===== config.mk =====
export PLATFORM = sky130hd
export DESIGN_NAME = fp_mul_pipe
export DESIGN_NICKNAME = d
export VERILOG_FILES = /design/src/rtl/fpu_pkg.sv /design/src/rtl/fp_round_pack.sv /design/src/rtl/fp_mul_pipe.sv
export SDC_FILE = /design/constraint.sdc
export NUM_CORES = 2
export LEC_CHECK = 0
export CORE_MARGIN = 4
export CORE_UTILIZATION = 50
export CTS_BUF_LIST = sky130_fd_sc_hd__clkbuf_4 sky130_fd_sc_hd__clkbuf_8
export DETAILED_ROUTE_END_ITERATION = 16
export PLACE_DENSITY = 0.7
export SLEW_MARGIN = 10
export SYNTH_ARGS = -nofsm -noshare
export SYNTH_HDL_FRONTEND = slang
export SYNTH_SLANG_ARGS = --single-unit

===== constraint.sdc =====
create_clock -name clk -period 6.7 [get_ports clk]
set_input_delay 1.675 -clock clk [delete_from_list [all_inputs] [get_ports clk]]
set_output_delay 1.675 -clock clk [all_outputs]
set_load 0.01 [all_outputs]

===== src/rtl/fpu_pkg.sv =====
// Shared FPU definitions: rounding-mode encodings, flag bit positions, operand
// classes and a helper that builds special-value bit patterns for any format.
package fpu_pkg;

    localparam logic [1:0] RM_POS_INF = 2'b00;
    localparam logic [1:0] RM_NEG_INF = 2'b01;
    localparam logic [1:0] RM_RNE     = 2'b10;
    localparam logic [1:0] RM_RTZ     = 2'b11;

    localparam int FLAG_INEXACT   = 0;
    localparam int FLAG_UNDERFLOW = 1;
    localparam int FLAG_OVERFLOW  = 2;
    localparam int FLAG_INVALID   = 3;

    typedef enum logic [1:0] {ZERO, NORM, INF, NAN} fp_class_e;

    typedef enum logic [1:0] {PAT_NAN, PAT_INF, PAT_MAX_FINITE} fp_pat_e;

    // Result is right-aligned in 64 bits; callers truncate to 1+exp_w+man_w.
    function automatic logic [63:0] fp_special_pat(input fp_pat_e kind, input logic sign,
                                                   input int exp_w, input int man_w);
        logic [63:0] exp_ones;
        logic [63:0] man_ones;
        logic [63:0] sgn;
        exp_ones = (64'd1 << exp_w) - 64'd1;
        man_ones = (64'd1 << man_w) - 64'd1;
        sgn      = {63'd0, sign} << (exp_w + man_w);
        case (kind)
            PAT_NAN: return (exp_ones << man_w) | (64'd1 << (man_w - 1));
            PAT_INF: return sgn | (exp_ones << man_w);
            default: return sgn | ((exp_ones - 64'd1) << man_w) | man_ones;
        endcase
    endfunction

endpackage


===== src/rtl/fp_round_pack.sv =====
// Normalise, round and pack a raw mantissa product with its biased exponent.
// Purely combinational so it can sit in the last stage of any FP pipeline.
module fp_round_pack
    import fpu_pkg::*;
#(
    parameter int EXP_W = 8,
    parameter int MAN_W = 23
) (
    input  logic                     sign,
    input  logic [1:0]               round_mode,
    input  logic signed [EXP_W+1:0]  exp_in,
    input  logic [2*MAN_W+1:0]       prod,
    output logic [EXP_W+MAN_W:0]     result,
    output logic [3:0]               flags
);

    localparam int FW = 1 + EXP_W + MAN_W;
    localparam int PW = 2 * MAN_W + 2;
    localparam int EW = EXP_W + 2;
    localparam logic signed [EW-1:0] EXP_MAX  = EW'((1 << EXP_W) - 1);
    localparam logic signed [EW-1:0] EXP_ZERO = EW'(0);

    logic [PW-1:0]          norm;
    logic [MAN_W:0]         mant;
    logic                   guard;
    logic                   sticky;
    logic                   inc;
    logic                   to_inf;
    logic [MAN_W+1:0]       mant_r;
    logic [MAN_W-1:0]       frac;
    logic signed [EW-1:0]   e_n;
    logic signed [EW-1:0]   e_f;

    always_comb begin
        result = '0;
        flags  = '0;
        to_inf = 1'b0;
        inc    = 1'b0;

        // Product lies in [1,4); bring the leading one to the top bit.
        norm   = prod[PW-1] ? prod : (prod << 1);
        e_n    = exp_in + $signed({{(EW-1){1'b0}}, prod[PW-1]});
        mant   = norm[PW-1 -: MAN_W+1];
        guard  = norm[MAN_W];
        sticky = |norm[MAN_W-1:0];

        case (round_mode)
            RM_RNE:     inc = guard & (sticky | mant[0]);
            RM_POS_INF: inc = !sign & (guard | sticky);
            RM_NEG_INF: inc = sign & (guard | sticky);
            default:    inc = 1'b0;
        endcase

        mant_r = {1'b0, mant} + (MAN_W+2)'(inc);
        e_f    = e_n + $signed({{(EW-1){1'b0}}, mant_r[MAN_W+1]});
        frac   = mant_r[MAN_W+1] ? mant_r[MAN_W:1] : mant_r[MAN_W-1:0];

        if (e_f >= EXP_MAX) begin
            to_inf = (round_mode == RM_RNE)
                   | ((round_mode == RM_POS_INF) & !sign)
                   | ((round_mode == RM_NEG_INF) & sign);
            result = to_inf ? FW'(fp_special_pat(PAT_INF, sign, EXP_W, MAN_W))
                            : FW'(fp_special_pat(PAT_MAX_FINITE, sign, EXP_W, MAN_W));
            flags[FLAG_OVERFLOW] = 1'b1;
            flags[FLAG_INEXACT]  = 1'b1;
        end else if (e_f <= EXP_ZERO) begin
            result = {sign, {(FW-1){1'b0}}};
            flags[FLAG_UNDERFLOW] = 1'b1;
            flags[FLAG_INEXACT]   = 1'b1;
        end else begin
            result = {sign, e_f[EXP_W-1:0], frac};
            flags[FLAG_INEXACT] = guard | sticky;
        end
    end

endmodule


===== src/rtl/fp_mul_pipe.sv =====
// Three-stage pipelined IEEE-754 multiplier (decode / multiply / round) with a
// single global stall driven by the output handshake.
module fp_mul_pipe
    import fpu_pkg::*;
#(
    parameter int EXP_W = 8,
    parameter int MAN_W = 23
) (
    input  logic                   clk,
    input  logic                   rst_n,
    input  logic                   in_valid,
    output logic                   in_ready,
    input  logic [EXP_W+MAN_W:0]   a,
    input  logic [EXP_W+MAN_W:0]   b,
    input  logic [1:0]             round_mode,
    output logic                   out_valid,
    input  logic                   out_ready,
    output logic [EXP_W+MAN_W:0]   result,
    output logic [3:0]             flags
);

    localparam int FW = 1 + EXP_W + MAN_W;
    localparam int PW = 2 * MAN_W + 2;
    localparam int EW = EXP_W + 2;
    localparam logic signed [EW-1:0] BIAS = EW'((1 << (EXP_W - 1)) - 1);

    function automatic fp_class_e classify(input logic [EXP_W-1:0] e, input logic [MAN_W-1:0] f);
        if (e == '1) return (f != '0) ? NAN : INF;
        if (e == '0) return ZERO;
        return NORM;
    endfunction

    logic                 adv;
    fp_class_e            cls_a, cls_b;
    logic                 sign_in;
    logic                 spec_in;
    logic [FW-1:0]        spec_res_in;
    logic [3:0]           spec_flg_in;

    logic                 v1_q, v1_d, sign1_q, sign1_d, spec1_q, spec1_d;
    logic [FW-1:0]        spec_res1_q, spec_res1_d;
    logic [3:0]           spec_flg1_q, spec_flg1_d;
    logic signed [EW-1:0] exp1_q, exp1_d;
    logic [MAN_W:0]       ma1_q, ma1_d, mb1_q, mb1_d;
    logic [1:0]           rm1_q, rm1_d;

    logic                 v2_q, v2_d, sign2_q, sign2_d, spec2_q, spec2_d;
    logic [FW-1:0]        spec_res2_q, spec_res2_d;
    logic [3:0]           spec_flg2_q, spec_flg2_d;
    logic signed [EW-1:0] exp2_q, exp2_d;
    logic [PW-1:0]        prod2_q, prod2_d;
    logic [1:0]           rm2_q, rm2_d;

    logic                 out_valid_q, out_valid_d;
    logic [FW-1:0]        result_q, result_d, rp_result;
    logic [3:0]           flags_q, flags_d, rp_flags;

    assign adv       = !out_valid_q | out_ready;
    assign in_ready  = adv;
    assign out_valid = out_valid_q;
    assign result    = result_q;
    assign flags     = flags_q;

    // Special operands resolve fully in S1 and ride the pipe as a bypass result.
    always_comb begin
        cls_a       = classify(a[FW-2 -: EXP_W], a[MAN_W-1:0]);
        cls_b       = classify(b[FW-2 -: EXP_W], b[MAN_W-1:0]);
        sign_in     = a[FW-1] ^ b[FW-1];
        spec_in     = 1'b1;
        spec_res_in = '0;
        spec_flg_in = '0;
        if (cls_a == NAN || cls_b == NAN || (cls_a == ZERO && cls_b == INF)
            || (cls_a == INF && cls_b == ZERO)) begin
            spec_res_in = FW'(fp_special_pat(PAT_NAN, 1'b0, EXP_W, MAN_W));
            spec_flg_in[FLAG_INVALID] = 1'b1;
        end else if (cls_a == INF || cls_b == INF) begin
            spec_res_in = FW'(fp_special_pat(PAT_INF, sign_in, EXP_W, MAN_W));
        end else if (cls_a == ZERO || cls_b == ZERO) begin
            spec_res_in = {sign_in, {(FW-1){1'b0}}};
        end else begin
            spec_in = 1'b0;
        end
    end

    always_comb begin
        v1_d = v1_q; sign1_d = sign1_q; spec1_d = spec1_q; spec_res1_d = spec_res1_q;
        spec_flg1_d = spec_flg1_q; exp1_d = exp1_q; ma1_d = ma1_q; mb1_d = mb1_q; rm1_d = rm1_q;
        v2_d = v2_q; sign2_d = sign2_q; spec2_d = spec2_q; spec_res2_d = spec_res2_q;
        spec_flg2_d = spec_flg2_q; exp2_d = exp2_q; prod2_d = prod2_q; rm2_d = rm2_q;
        out_valid_d = out_valid_q; result_d = result_q; flags_d = flags_q;
        if (adv) begin
            v1_d        = in_valid;
            sign1_d     = sign_in;
            spec1_d     = spec_in;
            spec_res1_d = spec_res_in;
            spec_flg1_d = spec_flg_in;
            exp1_d      = $signed({2'b00, a[FW-2 -: EXP_W]}) + $signed({2'b00, b[FW-2 -: EXP_W]}) - BIAS;
            ma1_d       = {1'b1, a[MAN_W-1:0]};
            mb1_d       = {1'b1, b[MAN_W-1:0]};
            rm1_d       = round_mode;

            v2_d        = v1_q;
            sign2_d     = sign1_q;
            spec2_d     = spec1_q;
            spec_res2_d = spec_res1_q;
            spec_flg2_d = spec_flg1_q;
            exp2_d      = exp1_q;
            prod2_d     = PW'(ma1_q) * PW'(mb1_q);
            rm2_d       = rm1_q;

            out_valid_d = v2_q;
            result_d    = spec2_q ? spec_res2_q : rp_result;
            flags_d     = spec2_q ? spec_flg2_q : rp_flags;
        end
    end

    fp_round_pack #(.EXP_W(EXP_W), .MAN_W(MAN_W)) u_round_pack (
        .sign       (sign2_q),
        .round_mode (rm2_q),
        .exp_in     (exp2_q),
        .prod       (prod2_q),
        .result     (rp_result),
        .flags      (rp_flags)
    );

    always_ff @(posedge clk) begin
        if (!rst_n) begin
            v1_q <= 1'b0; sign1_q <= 1'b0; spec1_q <= 1'b0; spec_res1_q <= '0;
            spec_flg1_q <= '0; exp1_q <= '0; ma1_q <= '0; mb1_q <= '0; rm1_q <= '0;
            v2_q <= 1'b0; sign2_q <= 1'b0; spec2_q <= 1'b0; spec_res2_q <= '0;
            spec_flg2_q <= '0; exp2_q <= '0; prod2_q <= '0; rm2_q <= '0;
            out_valid_q <= 1'b0; result_q <= '0; flags_q <= '0;
        end else begin
            v1_q <= v1_d; sign1_q <= sign1_d; spec1_q <= spec1_d; spec_res1_q <= spec_res1_d;
            spec_flg1_q <= spec_flg1_d; exp1_q <= exp1_d; ma1_q <= ma1_d; mb1_q <= mb1_d; rm1_q <= rm1_d;
            v2_q <= v2_d; sign2_q <= sign2_d; spec2_q <= spec2_d; spec_res2_q <= spec_res2_d;
            spec_flg2_q <= spec_flg2_d; exp2_q <= exp2_d; prod2_q <= prod2_d; rm2_q <= rm2_d;
            out_valid_q <= out_valid_d; result_q <= result_d; flags_q <= flags_d;
        end
    end

endmodule


# --- After elaboration in Yosys (flattened, before gate mapping) ---
# Index checks and enable logic that the tools add are counted.
op_classes:
  multipliers: 1
  bitwise: 11
  n_reduce_logical: 17
  div: 0
  n_mux: 36
  magnitude_cmp: 2
  add_sub_neg: 5
  n_eq_ne: 8
  shifts: 0
op_table:
  columns: ["cell", "count"]
  rows:
  - ["$mux W32", 4]
  - ["$mux W31", 2]
  - ["$mul A24 B24 Y48", 1]
  - ["$mux W48", 1]
  - ["$reduce_bool A23 Y1", 2]
  - ["$add A24 B1 Y25", 1]
  - ["$mux W24", 1]
  - ["$mux W23", 1]
  - ["$reduce_or A23 Y1", 1]
  - ["$add A10 B2 Y10", 2]
  - ["$mux W1", 17]
  - ["$eq A8 B8 Y1 const B", 2]
  - ["$logic_not A8 Y1", 2]
  - ["$mux W2", 8]
  - ["$eq A2 B2 Y1 const B", 5]
  - ["$ge A10 B9 Y1 const B", 1]
  - ["$le A10 B1 Y1 const B", 1]
  - ["$sub A9 B7 Y10 const B", 1]
  - ["$add A8 B8 Y9", 1]
  - ["$logic_not A2 Y1", 3]
  - ["$and A1 B1 Y1", 5]
  - ["$logic_or A1 B1 Y1", 5]
  - ["$or A1 B1 Y1", 5]
  - ["$mux W4", 1]
  - ["other kinds (5)", 7]
word_totals:
  elab_cells: 100
  latch_bits: 0
  regBits: 229
  memories: 0
  ram_bits: 0
  romBits: 0
  input_bits: 70

# --- Depth between registers and ports, before layout ---
logic_depth:
  word_depth: 11
  ltp_mapped: 29

# --- Cells and area by module ---
# A second synthesis with hierarchy kept.
hier_totals:
  cells_unflattened: 3261
  area_unflattened_um2: 27398.8
modules_own_cells:
  columns: ["module", "area_each_um2", "n_inst", "cells_per_inst"]
  rows:
  - ["fp_mul_pipe", 25411.9, 1, 2974]
  - ["fp_round_pack", 1986.9, 1, 287]

# --- Worst setup path after synthesis ---
# No wires, ideal clock.
synth_timing:
  kind: "register to register"
  from: "register mb1_q[3]"
  to: "register prod2_q[46]"
  synth_period_minus_slack_ps: 6911
  setup_ps: 120
  arrival_time_ps: 6791
  t_required_ps: 6580
  n_path_buf: 2
  path_slack_ps: -211
  stages_incl_launch_ff: 28
  cell_sequence: "dfxtp_1 -> clkbuf_1 -> clkbuf_1 -> nand2_1 -> fa_1 -> inv_1 -> fa_1 -> inv_1 -> fa_1 -> inv_1 -> fa_1 -> inv_1 -> fa_1 -> inv_1 -> fa_1 -> inv_1 -> fa_1 -> inv_1 -> ha_1 -> and2_2 -> nand3_1 -> or4_4 -> a311o_1 -> a21oi_2 -> o21ai_2 -> o21ai_2 -> mux2i_1 -> a211o_1"
synth_via:
  elab_chain_len: 1
synth_lines:
  columns: ["item", "line_no", "source"]
  rows:
  - ["start: declaration", "fp_mul_pipe.sv:44", "logic [MAN_W:0] ma1_q, ma1_d, mb1_q, mb1_d;"]
  - ["start signal: assignment", "fp_mul_pipe.sv:135", "spec_flg1_q <= spec_flg1_d; exp1_q <= exp1_d; ma1_q <= ma1_d; mb1_q <= mb1_d; rm1_q <= rm1_d;"]
  - ["$mul A24 B24 Y48", "fp_mul_pipe.sv:108", "prod2_d = PW'(ma1_q) * PW'(mb1_q);"]
  - ["end signal: assignment", "fp_mul_pipe.sv:137", "spec_flg2_q <= spec_flg2_d; exp2_q <= exp2_d; prod2_q <= prod2_d; rm2_q <= rm2_d;"]
  - ["end: declaration", "fp_mul_pipe.sv:51", "logic [PW-1:0] prod2_q, prod2_d;"]
# Every way passes these cells.
# A chain may end at the register's enable or synchronous reset.

# --- Worst setup path in the final report ---
layout_timing:
  from: "register mb1_q[12]"
  to: "register prod2_q[46]"
# Same word-level chain as after synthesis.

==> metrics.yaml <==
status: "finished with violations"
violations: "negative setup slack"
antenna_left: 0
power_mw: 7.628
multi_input_area_sq_um: 21200
reg2reg_depth: 27
worstPathArrival_ns: 7.29
viasPerCell: 5.408
min_path_cells: 2
gp_congestion: 0.9470
async_flop_share_pct: 0
synth_nets: 3932
relSlewSlack_pct: 22.97
globalRoute.totalOverflow: 0
critPathMaxFanout: 18
cts_tree: "yes"
fill_cells: 4540
routed_wirelength_mm: 75.02
wl_met2_mm: 34.45
drtPass1Iterations: 5
syn_inst: 3185
worst_slack_ns: -0.1619
synth_flop_cell: "dfxtp_1"
fin_util_pct: 59.44
drt_iter0_drc: 1284
cts_root_buffer: "clkbuf_8"
required_ns: 7.12
ios: 108
yosys-top-cells-area: "fa_1 36%, dfxtp_1 13%, ha_1 9.0%, inv_1 8.0%, nand2_1 8.0%"
fp.coreArea_sq_um: 52870
drt-wirelength-per-cell_um: 18.39
hold_buffers: 0
die_h_um: 239.9
design_area_sq_um: 31420
clockBufferDepth: 2
num_vias: 22060
grt_pass1_wl_mm: 123.3
hp-class: "reg -> reg"
grt_max_degree: 95
top_layer: "met5"
critPathLaunchType: "flop"
grt_antenna_before_repair: 7
place_area_sq_um: 29910
finalMaxSlewViolations: 0
port_buffers: 107
setup-tns-final_ns: -0.8428
regArea_sq_um: 3461
hpwl_mm: 61.06
synth_enable_flop_cells: 0
yosysSeqAreaShare_pct: 12.51
htreeDepth: 4
vdd_ir_drop_max_mv: 0.2071
clock_latency_ns: 0.54
fmax_ghz: 0.1457
die_w_um: 239.9
synth_cell_types: 85
synth_area_sq_um: 26880
area_delta_synth_final_pct: 16.91
period_needed_ns: 6.862
synth_top_area_share_pct: 36.05
critPathKind: "reg -> reg"
grt_pass1_vias: 23510
cts_buffers: 17
final_cell_mix: "563 x nand2_1, 555 x inv_1, 464 x fa_1, 297 x and2_1, 195 x buf_4"
synth_top_cell_by_area: "fa_1"
drive_gt1_share_pct: 13.48
rows: 84
skew_ns: 0.02327
met1_length_mm: 31.81
synth.avg_cell_area_sq_um: 8.439
p_leak_nw: 14.86
cap_violations: 0
powerDensity_nw_per_um2: 242.8
ys_seq_elements: 168
layout.nets: 4123
mostFrequentLayoutCell: "nand2_1"
period_share_pct: 102.4
hold_viol: 0
cts.reportedPaths.clkPinSlew_ns: 0.12
synth-warning-count: 0
rsz0062_at_grt: "yes"
remaining_drc_errors: 0
cts.sinks: 168
end_kind: "flop"
tightest_slew_ns: 1.145
start_util_pct: 50.84
setup_viol: 10
grt_usage_pct: 26.92
dr_wl_met3_mm: 6.516
die_area_sq_um: 57530
## cell usage after synthesis (10+ instances only)
master      n
nor2_1     69
xnor2_1    39
a21oi_1   188
nor4_1     25
nand4_1    15
o21bai_1   14
a211oi_1   15
mux2i_1    14
dfxtp_1   168
o21ai_0    59
xor2_1     18
and3_1     14
nor2b_1    10
and2_1    306
nand2_1   570
or3_1      11
nor3_1     21
ha_1      193
clkbuf_1  154
nand3_1    29
a21o_1     34
fa_1      484
buf_1      10
a31oi_1    11
inv_1     574
## sequential cells by signal, indices dropped and copies added, names as in the netlist, 2 cells and up
signal       cells
exp1_q          10
exp2_q          10
flags            4
ma1_q           24
mb1_q           23
prod2_q         48
result          32
rm1_q            2
rm2_q            2
spec_res1_q      3
spec_res2_q      3
## stage by stage
step           hold slack [ns]  cells  setup WS (ns)
3_5_place_dp            0.4409   4013        -0.4638
2_1_floorplan           0.4268   3185        0.01658
4_1_cts                 0.4555   4063        -0.1853
3_3_place_gp            0.4383   4013        -0.4054
5_1_grt                 0.4721   4077        -0.3437
6_report                0.4550   4080        -0.1619
## worst max-delay path: stages, from the launching register on
cell and delay (ns):
dfxtp_2 0.35, buf_12 0.15, and2_4 0.16, fa_1 0.53, inv_1 0.05, fa_1 0.49
inv_2 0.04, fa_1 0.51, inv_2 0.04, fa_1 0.57, inv_2 0.05, fa_1 0.49
fa_1 0.56, inv_2 0.05, fa_1 0.52, inv_2 0.05, ha_4 0.26, and2_4 0.16
buf_6 0.10, nand3_4 0.07, or2_4 0.24, a311o_1 0.37, a21oi_2 0.20, buf_4 0.15
o21ai_4 0.07, o21ai_2 0.16, mux2i_1 0.09, a211o_1 0.26
## metal layers
metal	up-vias	track usage [%]
met1	10920	36.77
met4	10	7.695
met5	-	0
met2	795	42.82
met3	131	7.020
li1	10210	-
## area by class of cell
| cell class | instances | share of cell area, % |
|---|---|---|
| Antenna cell | 3 | 0.02389 |
| Clock buffer | 17 | 0.7446 |
| Clock inverter | 15 | 0.5614 |
| Inverter | 575 | 6.885 |
| Multi-Input combinational cell | 2265 | 67.47 |
| Sequential cell | 168 | 11.01 |
| Tap cell | 688 | 2.740 |
| Timing Repair Buffer | 349 | 10.56 |
## where the power goes
group | internal [mW] | leakage [nW] | switching (mW)
Combinational | 2.60 | 13.3 | 2.90
Clock | 0.285 | 0.204 | 0.499
Sequential | 1.16 | 1.40 | 0.192
## what timing repair did
item                                    4_1_cts  5_1_grt
gates resized for setup                     127      105
endpoints found under the setup margin       20       54
gates cloned                                  3        0
pin swaps                                    41       62
buffers inserted                             15       14
## logic make-up (layout without fill, tap and decap cells)
group | after synthesis | in the layout | synth area share (%)
AO/OA/AOI/OAI | 412 | 412 | 9.557
XOR/XNOR | 57 | 57 | 1.857
adder cells (fa/ha/maj) | 677 | 677 | 45.04
buffers and inverters | 752 | 956 | 10.64
flip-flops | 168 | 168 | 12.51
multiplexers | 18 | 18 | 0.7308
other | 0 | 3 | 0
AND/OR/NAND/NOR | 1101 | 1101 | 19.67
## final timing paths
| kind | start | end | slack, ns |
|---|---|---|---|
| setup / recovery | mb1_q[12] | prod2_q[46] | -0.16 |
| hold / removal | spec_res2_q[22] | spec_res2_q[22] | 0.45 |
| setup reg to reg | mb1_q[12] | prod2_q[46] | -0.16 |
| hold reg to reg | spec_res2_q[22] | spec_res2_q[22] | 0.45 |
(Power assumes the default switching activity.)
